--- config.mk ---
export PLATFORM = sky130hd
export DESIGN_NAME = spi_cmd_controller
export DESIGN_NICKNAME = d
export VERILOG_FILES = /design/src/rtl/spi_cmd_controller.sv
export SDC_FILE = /design/constraint.sdc
export NUM_CORES = 1
export LEC_CHECK = 0
export CAP_MARGIN = 40
export CORE_MARGIN = 1.5
export CORE_UTILIZATION = 54
export CTS_BUF_LIST = sky130_fd_sc_hd__clkbuf_4 sky130_fd_sc_hd__clkbuf_8
export CTS_CLUSTER_SIZE = 24
export DETAILED_ROUTE_END_ITERATION = 7
export PLACE_DENSITY = 0.78
export SYNTH_ARGS = -nofsm -noshare
export SYNTH_HDL_FRONTEND = slang
export SYNTH_SLANG_ARGS = --single-unit
--- constraint.sdc ---
create_clock -name SLK -period 2.03 [get_ports SLK]
set_clock_uncertainty 0.05 [all_clocks]
set_input_delay 0.406 -clock SLK [delete_from_list [all_inputs] [get_ports SLK]]
set_output_delay 0.406 -clock SLK [all_outputs]
set_load 0.02 [all_outputs]
--- src/rtl/spi_cmd_controller.sv ---
// spi_cmd_controller
//   Command-frame controller between the board SPI pins (mode 0, MSB first)
//   and the PWM / BCD datapath. SCK, CS and MOSI are resynchronised into the
//   SLK domain. Bytes are assembled on SCK rising edges. A two-byte frame
//   {opcode, data} writes the PWM duty or the BCD digit register. A status
//   opcode returns {duty, digit} on MISO during the second byte.
//
// Ports
//   SLK        in   system clock, rising edge
//   RST        in   asynchronous reset, active-high
//   SCK        in   SPI serial clock (asynchronous, mode 0)
//   CS         in   SPI chip select, active-low (asynchronous)
//   MOSI       in   SPI data in, MSB first
//   MISO       out  SPI data out, MSB first (status reads only, else 0)
//   duty       out  PWM duty setting
//   digit      out  BCD display value
//   cfg_strobe out  one-cycle pulse when duty or digit is written
//   frame_err  out  one-cycle pulse on a protocol error
module spi_cmd_controller #(
  parameter int         SYNC_STAGES = 2,
  parameter logic [7:0] OP_DUTY     = 8'hA1,
  parameter logic [7:0] OP_DIGIT    = 8'hA2,
  parameter logic [7:0] OP_STATUS   = 8'hA3
) (
  input  logic       SLK,
  input  logic       RST,
  input  logic       SCK,
  input  logic       CS,
  input  logic       MOSI,
  output logic       MISO,
  output logic [3:0] duty,
  output logic [3:0] digit,
  output logic       cfg_strobe,
  output logic       frame_err
);

  localparam logic [2:0] S_IDLE = 3'd0;
  localparam logic [2:0] S_CMD  = 3'd1;
  localparam logic [2:0] S_DATA = 3'd2;
  localparam logic [2:0] S_DONE = 3'd3;
  localparam logic [2:0] S_ERR  = 3'd4;

  logic [SYNC_STAGES-1:0] sck_sync;
  logic [SYNC_STAGES-1:0] cs_sync;
  logic [SYNC_STAGES-1:0] mosi_sync;
  logic                   sck_prev;
  logic                   cs_prev;

  logic sck_s;
  logic cs_s;
  logic mosi_s;
  logic sck_rise;
  logic sck_fall;
  logic cs_rise;
  logic cs_fall;

  logic [7:0] shift;
  logic [2:0] bit_cnt;
  logic       byte_done;
  logic [7:0] rx_byte;

  logic [2:0] state;
  logic [7:0] op;
  logic       rd_mode;
  logic [7:0] tx;

  function automatic logic is_write_op(input logic [7:0] b);
    return (b == OP_DUTY) || (b == OP_DIGIT);
  endfunction

  // Synchroniser stage: CS resets to its idle (high) level so that releasing
  // reset with the bus idle does not look like a frame start.
  always_ff @(posedge SLK or posedge RST) begin
    if (RST) begin
      sck_sync  <= '0;
      cs_sync   <= '1;
      mosi_sync <= '0;
      sck_prev  <= 1'b0;
      cs_prev   <= 1'b1;
    end else begin
      sck_sync  <= {sck_sync[SYNC_STAGES-2:0], SCK};
      cs_sync   <= {cs_sync[SYNC_STAGES-2:0], CS};
      mosi_sync <= {mosi_sync[SYNC_STAGES-2:0], MOSI};
      sck_prev  <= sck_s;
      cs_prev   <= cs_s;
    end
  end

  always_comb begin
    sck_s    = sck_sync[SYNC_STAGES-1];
    cs_s     = cs_sync[SYNC_STAGES-1];
    mosi_s   = mosi_sync[SYNC_STAGES-1];
    sck_rise = sck_s & ~sck_prev & ~cs_s;
    sck_fall = ~sck_s & sck_prev & ~cs_s;
    cs_rise  = cs_s & ~cs_prev;
    cs_fall  = ~cs_s & cs_prev;
    // SCK edges are gated by synced CS low, so a byte completing in the same
    // cycle CS rises never produces byte_done: CS wins.
    rx_byte   = {shift[6:0], mosi_s};
    byte_done = sck_rise && (bit_cnt == 3'd7);
  end

  // Bit assembly stage
  always_ff @(posedge SLK or posedge RST) begin
    if (RST) begin
      shift   <= '0;
      bit_cnt <= '0;
    end else if (cs_s) begin
      shift   <= '0;
      bit_cnt <= '0;
    end else if (sck_rise) begin
      shift   <= rx_byte;
      bit_cnt <= bit_cnt + 3'd1;
    end
  end

  // Frame FSM / register stage
  always_ff @(posedge SLK or posedge RST) begin
    if (RST) begin
      state      <= S_IDLE;
      op         <= '0;
      rd_mode    <= 1'b0;
      tx         <= '0;
      duty       <= '0;
      digit      <= '0;
      cfg_strobe <= 1'b0;
      frame_err  <= 1'b0;
    end else begin
      cfg_strobe <= 1'b0;
      frame_err  <= 1'b0;
      if (cs_rise) begin
        // A frame ends early if an opcode was partially clocked or the data
        // byte never completed; CS toggled with no clocks is silent.
        if ((state == S_DATA) || ((state == S_CMD) && (bit_cnt != 3'd0)))
          frame_err <= 1'b1;
        state   <= S_IDLE;
        rd_mode <= 1'b0;
        tx      <= '0;
      end else begin
        case (state)
          S_IDLE: begin
            if (cs_fall) begin
              state   <= S_CMD;
              rd_mode <= 1'b0;
            end
          end
          S_CMD: begin
            if (byte_done) begin
              op <= rx_byte;
              if (is_write_op(rx_byte)) begin
                state <= S_DATA;
              end else if (rx_byte == OP_STATUS) begin
                state   <= S_DATA;
                rd_mode <= 1'b1;
                tx      <= {duty, digit};
              end else begin
                state     <= S_ERR;
                frame_err <= 1'b1;
              end
            end
          end
          S_DATA: begin
            if (byte_done) begin
              if (is_write_op(op)) begin
                if (rx_byte[7:4] == 4'd0) begin
                  if (op == OP_DUTY) duty <= rx_byte[3:0];
                  else               digit <= rx_byte[3:0];
                  cfg_strobe <= 1'b1;
                  state      <= S_DONE;
                end else begin
                  frame_err <= 1'b1;
                  state     <= S_ERR;
                end
              end else begin
                state <= S_DONE;
              end
            end else if (rd_mode && sck_fall && (bit_cnt != 3'd0)) begin
              // The falling edge right after the opcode's last rise has
              // bit_cnt == 0; skipping it keeps tx[7] on MISO for the first
              // rise of the data byte.
              tx <= {tx[6:0], 1'b0};
            end
          end
          default: ;
        endcase
      end
    end
  end

  assign MISO = (state == S_DATA) && rd_mode && tx[7];

endmodule
==> flow_summary.json, run 1 <==
{
  "crit_fanout": 8,
  "timing.hold.ws_ns": 0.309,
  "core_sq_um": 3970,
  "cts_hold_buffers": 0,
  "routed_via_density": 5.61,
  "clkSinkCount": 48,
  "cts_buffer_depth": 2,
  "num-fill-cells": 303,
  "grt_pass1_vias": 1649,
  "antenna_found_initial": 0,
  "worstMarginPinSlew_ns": 0.663,
  "yosysTopAreaCellShare_pct": 50.6,
  "r2r_setup_slack_ns": 0.04,
  "grt-ovfl-total": 0,
  "drtAntennaViolNets": 0,
  "max_freq_ghz": 0.504,
  "ios": 16,
  "cts.clk_slew.worst_paths_ns": 0.08,
  "num_vias": 1587,
  "status": "complete, no violations",
  "first_iter_violations": 160,
  "area_growth_pct": 19.5,
  "min_period_ns": 1.99,
  "area.sequential_sq_um": 1200,
  "io_buffers": 15,
  "first_pass_iters": 4,
  "synth_top_area_cell": "dfrtp_1",
  "multi_input_area_sq_um": 958,
  "drv_cap": 0,
  "initial_core_util_pct": 56.0,
  "fin_nets": 241,
  "synth.area.top_cells": "dfrtp_1 (51%), mux2_2 (13%), nand2_1 (6.4%)",
  "fin_crit_sh_pct": 97.8,
  "hpwlAfterDp_mm": 3.24,
  "grt_max_degree": 49,
  "h-tree-depth": 2,
  "hold_viol_final": 0,
  "clk_latency_ns": 0.29,
  "die-area_sq_um": 4510,
  "fin_tns_setup_ns": 0,
  "drive_gt1_share_pct": 27.5,
  "numCtsBuffers": 5,
  "crit_type": "register to register",
  "hp-class": "register to register",
  "synth_nets": 210,
  "p_per_area_nw_per_um2": 728,
  "layout_commonest_cell": "dfrtp_1",
  "die_h_um": 67.2,
  "fp.dieW_um": 67.2,
  "layout_common_cells": "dfrtp_1 (45), nand2_1 (38), mux2_2 (25)",
  "slew_headroom_pct": 55.7,
  "drv_slew": 0,
  "ys_warn_count": 0,
  "post_drt_wl_per_cell_um": 15.7,
  "grt_usage_pct": 23.2,
  "syn_inst": 201,
  "peakVddDrop_uv": 658,
  "synth-seq-area-share_pct": 54.2,
  "place_congestion": 0.785,
  "grt_pass1_wl_mm": 7.73,
  "synthArstFlopShare_pct": 100,
  "synth_edf_count": 0,
  "drc": 0,
  "cts_tree": "done",
  "diodes": 0,
  "wl_mm": 4.43,
  "setup_viol": 0,
  "rsz0062_at_grt": "yes",
  "syn_area_sq_um": 2220,
  "p_leak_nw": 1.22,
  "yosysUniqueCellTypes": 38,
  "rows": 23,
  "cp.required_ns": 2.16,
  "critPathArrivalTime_ns": 2.12,
  "endpoint_kind": "register",
  "critical_path.startpoint_type": "register",
  "ys_ff_latch": 48,
  "synth_ff_type": "dfrtp_1",
  "syn_avg_cell_area_sq_um": 11.1,
  "clockRootBuffer": "clkbuf_8"
}
==> stage by stage <==
stage	area (sq um)	power, mW	utilization (%)	std cells	worst slack, ns
detailed placement	2540	1.38	64.0	273	0.0633
global route	2660	2.02	66.9	283	-0.0397
finish	2660	1.94	66.9	283	0.0441
floorplan	2230	1.26	-	201	0.0372
CTS	2630	1.94	66.2	281	0.0377
global placement	2540	1.37	64.0	273	0.117
==> synth_stat cells (3+ instances only) <==
cell,instances
dfrtp_1,45
buf_2,3
a21oi_1,18
o21ai_0,6
nand3_1,4
nor3b_1,3
nor2b_1,5
nand2_1,38
ha_1,4
dfstp_2,3
inv_1,6
nor2_1,5
mux2_2,25
clkbuf_1,5
==> what timing repair did <==
| item | in CTS | in global routing |
|---|---|---|
| pin swaps | 0 | 1 |
| gates resized for setup | 1 | 3 |
| setup buffers | 0 | 2 |
| setup endpoints to repair | 1 | 9 |
==> per-layer routing <==
layer / part of all wire, % / GRT usage (%) / up-vias
met2: 50 / 38.4 / 32
met1: 46 / 31.2 / 792
li1: - / - / 758
met5: 0 / 0 / -
met4: 1.3 / 6.12 / 0
met3: 3.4 / 5.00 / 5
==> where the power goes <==
| part | leakage (nW) | switching [mW] | internal [mW] |
|---|---|---|---|
| clock network | 0.0491 | 0.301 | 0.269 |
| registers | 0.644 | 0.0192 | 0.991 |
| logic | 0.528 | 0.198 | 0.158 |
==> critical path, cell delays in order (launching register included) <==
cell and delay [ns]:
dfrtp_1 0.41, ha_2 0.18, ha_1 0.17, nand4bb_1 0.16, nor4_4 0.08, a221oi_4 0.32, buf_12 0.16, mux2_2 0.33
==> final timing paths <==
check | from | cells after the start | endpoint
max reg2reg | bit_cnt[1] | 7 | tx[7]
max in group asynchronous | RST | 3 | cs_prev
min | mosi_sync[0] | 0 | mosi_sync[1]
min reg2reg | mosi_sync[0] | 0 | mosi_sync[1]
max | bit_cnt[1] | 7 | tx[7]
min in group asynchronous | RST | 3 | digit[0]
==> kinds of logic (layout without fill, tap and decap cells) <==
logic type	count (synthesis)	count (layout)	share of synthesized area, %
AO/OA/AOI/OAI	34	34	9.74
multiplexers	27	27	13.6
AND/OR/NAND/NOR	72	72	17.1
flip-flops	48	48	54.2
buffers and inverters	16	48	3.21
adder cells (fa/ha/maj)	4	4	2.25
==> final cells by class <==
class                           instances  area share, %
Clock buffer                            7           3.15
Clock inverter                          1          0.188
Inverter                                6          0.847
Multi-Input combinational cell        137           36.1
Sequential cell                        48           45.3
Tap cell                               50           2.35
Timing Repair Buffer                   34           12.1
==> sequential cells by signal (all words and copies together), names as in the netlist <==
register and cells:
bit_cnt 3, mosi_sync 2, cs_prev 1, tx 8
cfg_strobe 1, duty 4, shift 7, state 3
op 8, digit 4, sck_prev 1, sck_sync 2
frame_err 1, cs_sync 2, rd_mode 1
Note: power is estimated with default switching activity, not from simulation.
==> inputs of run 2 (changes only) <==
- SKIP_LAST_GASP: unset -> 1
==> run 2 against run 1 <==
Effect of this change: final area is 0.14% lower; clock power hardly changed; register-to-register slack hardly changed; sequential power hardly changed; worst setup slack hardly changed; via count hardly changed; combinational power hardly changed; sequential share of layout area is 0.064 points higher; die area stayed put; highest routed layer unchanged; count of clock-buffer cells in the layout stayed put; critical endpoint unchanged.
==> flow_summary.json, run 2 (synthesis gave the netlist of run 1 again) <==
{
  "die-area_sq_um": 4510,
  "timing.hold.ws_ns": 0.309,
  "layout_commonest_cell": "dfrtp_1",
  "power_switching_mw": 0.520,
  "area_growth_pct": 19.4,
  "grt-ovfl-total": 0,
  "numCtsBuffers": 5,
  "min_period_ns": 1.99,
  "grt_usage_pct": 23.2,
  "drtAntennaViolNets": 0,
  "first_iter_violations": 160,
  "crit_chain": "ha_2 > ha_1 > nand4bb_1 > nor4_4 > a221oi_4 > buf_12 > mux2_2",
  "pwr-share-seq_pct": 52.1,
  "drc": 0,
  "pwr-share-comb_pct": 18.4,
  "postLayoutCoreUtil_pct": 66.8,
  "routed_via_density": 5.61,
  "fp.dieW_um": 67.2,
  "path_buf_inv": 1,
  "num_vias": 1588,
  "io_buffers": 15,
  "die_h_um": 67.2,
  "antenna_found_initial": 0,
  "endpoint_kind": "register",
  "area.sequential_sq_um": 1200,
  "grt_pass1_vias": 1649,
  "reg_top3": "op x8, tx x8, shift x7",
  "ios": 16,
  "h-tree-depth": 2,
  "p_leak_nw": 1.22,
  "worstMarginPinSlew_ns": 0.664,
  "p_clk_share_pct": 29.5,
  "critical_path.startpoint_type": "register",
  "rsz0062_at_grt": "yes",
  "critPathArrivalTime_ns": 2.12,
  "internal-power_mw": 1.42,
  "peakVddDrop_uv": 658,
  "drv_cap": 0,
  "crit_fanout": 8,
  "hpwlAfterDp_mm": 3.24,
  "grt_max_degree": 49,
  "diodes": 0,
  "cts_tree": "done",
  "layout_common_cells": "dfrtp_1 (45), nand2_1 (38), mux2_2 (25)",
  "cts.clk_slew.worst_paths_ns": 0.08,
  "fin_nets": 241,
  "post_drt_wl_per_cell_um": 15.7,
  "fin_crit_sh_pct": 97.8,
  "slew_headroom_pct": 55.6,
  "cts_buffer_depth": 2,
  "cts_hold_buffers": 0,
  "num-fill-cells": 305,
  "hp-class": "register to register",
  "multi_input_area_sq_um": 958,
  "crit_type": "register to register",
  "clockRootBuffer": "clkbuf_8",
  "cpLargestDelayFamily": "flip-flops",
  "drive_gt1_share_pct": 27.5,
  "place_congestion": 0.785,
  "drv_slew": 0,
  "status": "complete, no violations",
  "clkSinkCount": 48,
  "hold_viol_final": 0,
  "min_path_cells": 0,
  "initial_core_util_pct": 56.0,
  "first_pass_iters": 4,
  "rows": 23,
  "slowest_stage": "dfrtp_1",
  "worstRegToRegCells": 7,
  "setup_viol": 0,
  "critical_path_depth": 7,
  "cp.required_ns": 2.17,
  "grt_pass1_wl_mm": 7.73,
  "switching_share_pct": 26.8,
  "max_stage_delay_ns": 0.41,
  "max_freq_ghz": 0.504,
  "wl_mm": 4.43,
  "p_per_area_nw_per_um2": 730,
  "core_sq_um": 3970,
  "clk_latency_ns": 0.30
}
[run 2: cell counts in the layout (fill, tap and decap cells not counted)]
No cell type changed its count.
[run 2: final cells by class]
class / instances / area share [%]
inverter: 6 / 0.849
sequential: 48 / 45.4
clock inverter: 1 / 0.189
timing repair buffer: 34 / 11.9
tap: 50 / 2.36
clock buffer: 7 / 3.16
multi-input combinational: 137 / 36.1
[run 2: final timing paths]
kind | start | endpoint | slack (ns)
max | bit_cnt[1] | tx[7] | 0.04
min | mosi_sync[0] | mosi_sync[1] | 0.31
max reg2reg | bit_cnt[1] | tx[7] | 0.04
min reg2reg | mosi_sync[0] | mosi_sync[1] | 0.31
max in group asynchronous | RST | cs_prev | 1.23
min in group asynchronous | RST | digit[0] | 0.44
[run 2: stage by stage]
stage	std cells	power, mW	worst slack, ns	TNS (ns)	area (sq um)
finish	283	1.94	0.0443	0	2650
global route	283	2.02	-0.0397	-0.236	2650
CTS	281	1.94	0.0377	0	2630
detailed placement	273	1.38	0.0633	0	2540
global placement	273	1.37	0.117	0	2540
floorplan	201	1.26	0.0372	0	2230
[run 2: timing repair]
action / in CTS / in global routing
endpoints found under the setup margin: 1 / 9
buffers inserted: 0 / 2
pin swaps: 0 / 1
gates resized for setup: 1 / 2
[run 2: per-layer routing]
metal	global-route usage, %	wire [um]	share of wire (%)
met2	38.4	2210	50
met5	0	0	0
met4	6.12	55	1.2
met1	31.2	2020	46
met3	5.00	147	3.3
[run 2: power groups by stage]
| stage | Sequential [mW] | Combinational, mW | Clock, mW |
|---|---|---|---|
| finish | 1.01 | 0.356 | 0.572 |
| global route | 1.01 | 0.392 | 0.610 |
| CTS | 1.01 | 0.351 | 0.575 |
| detailed placement | 1.03 | 0.350 | 0 |
| global placement | 1.03 | 0.341 | 0 |
| floorplan | 1.03 | 0.227 | 0 |
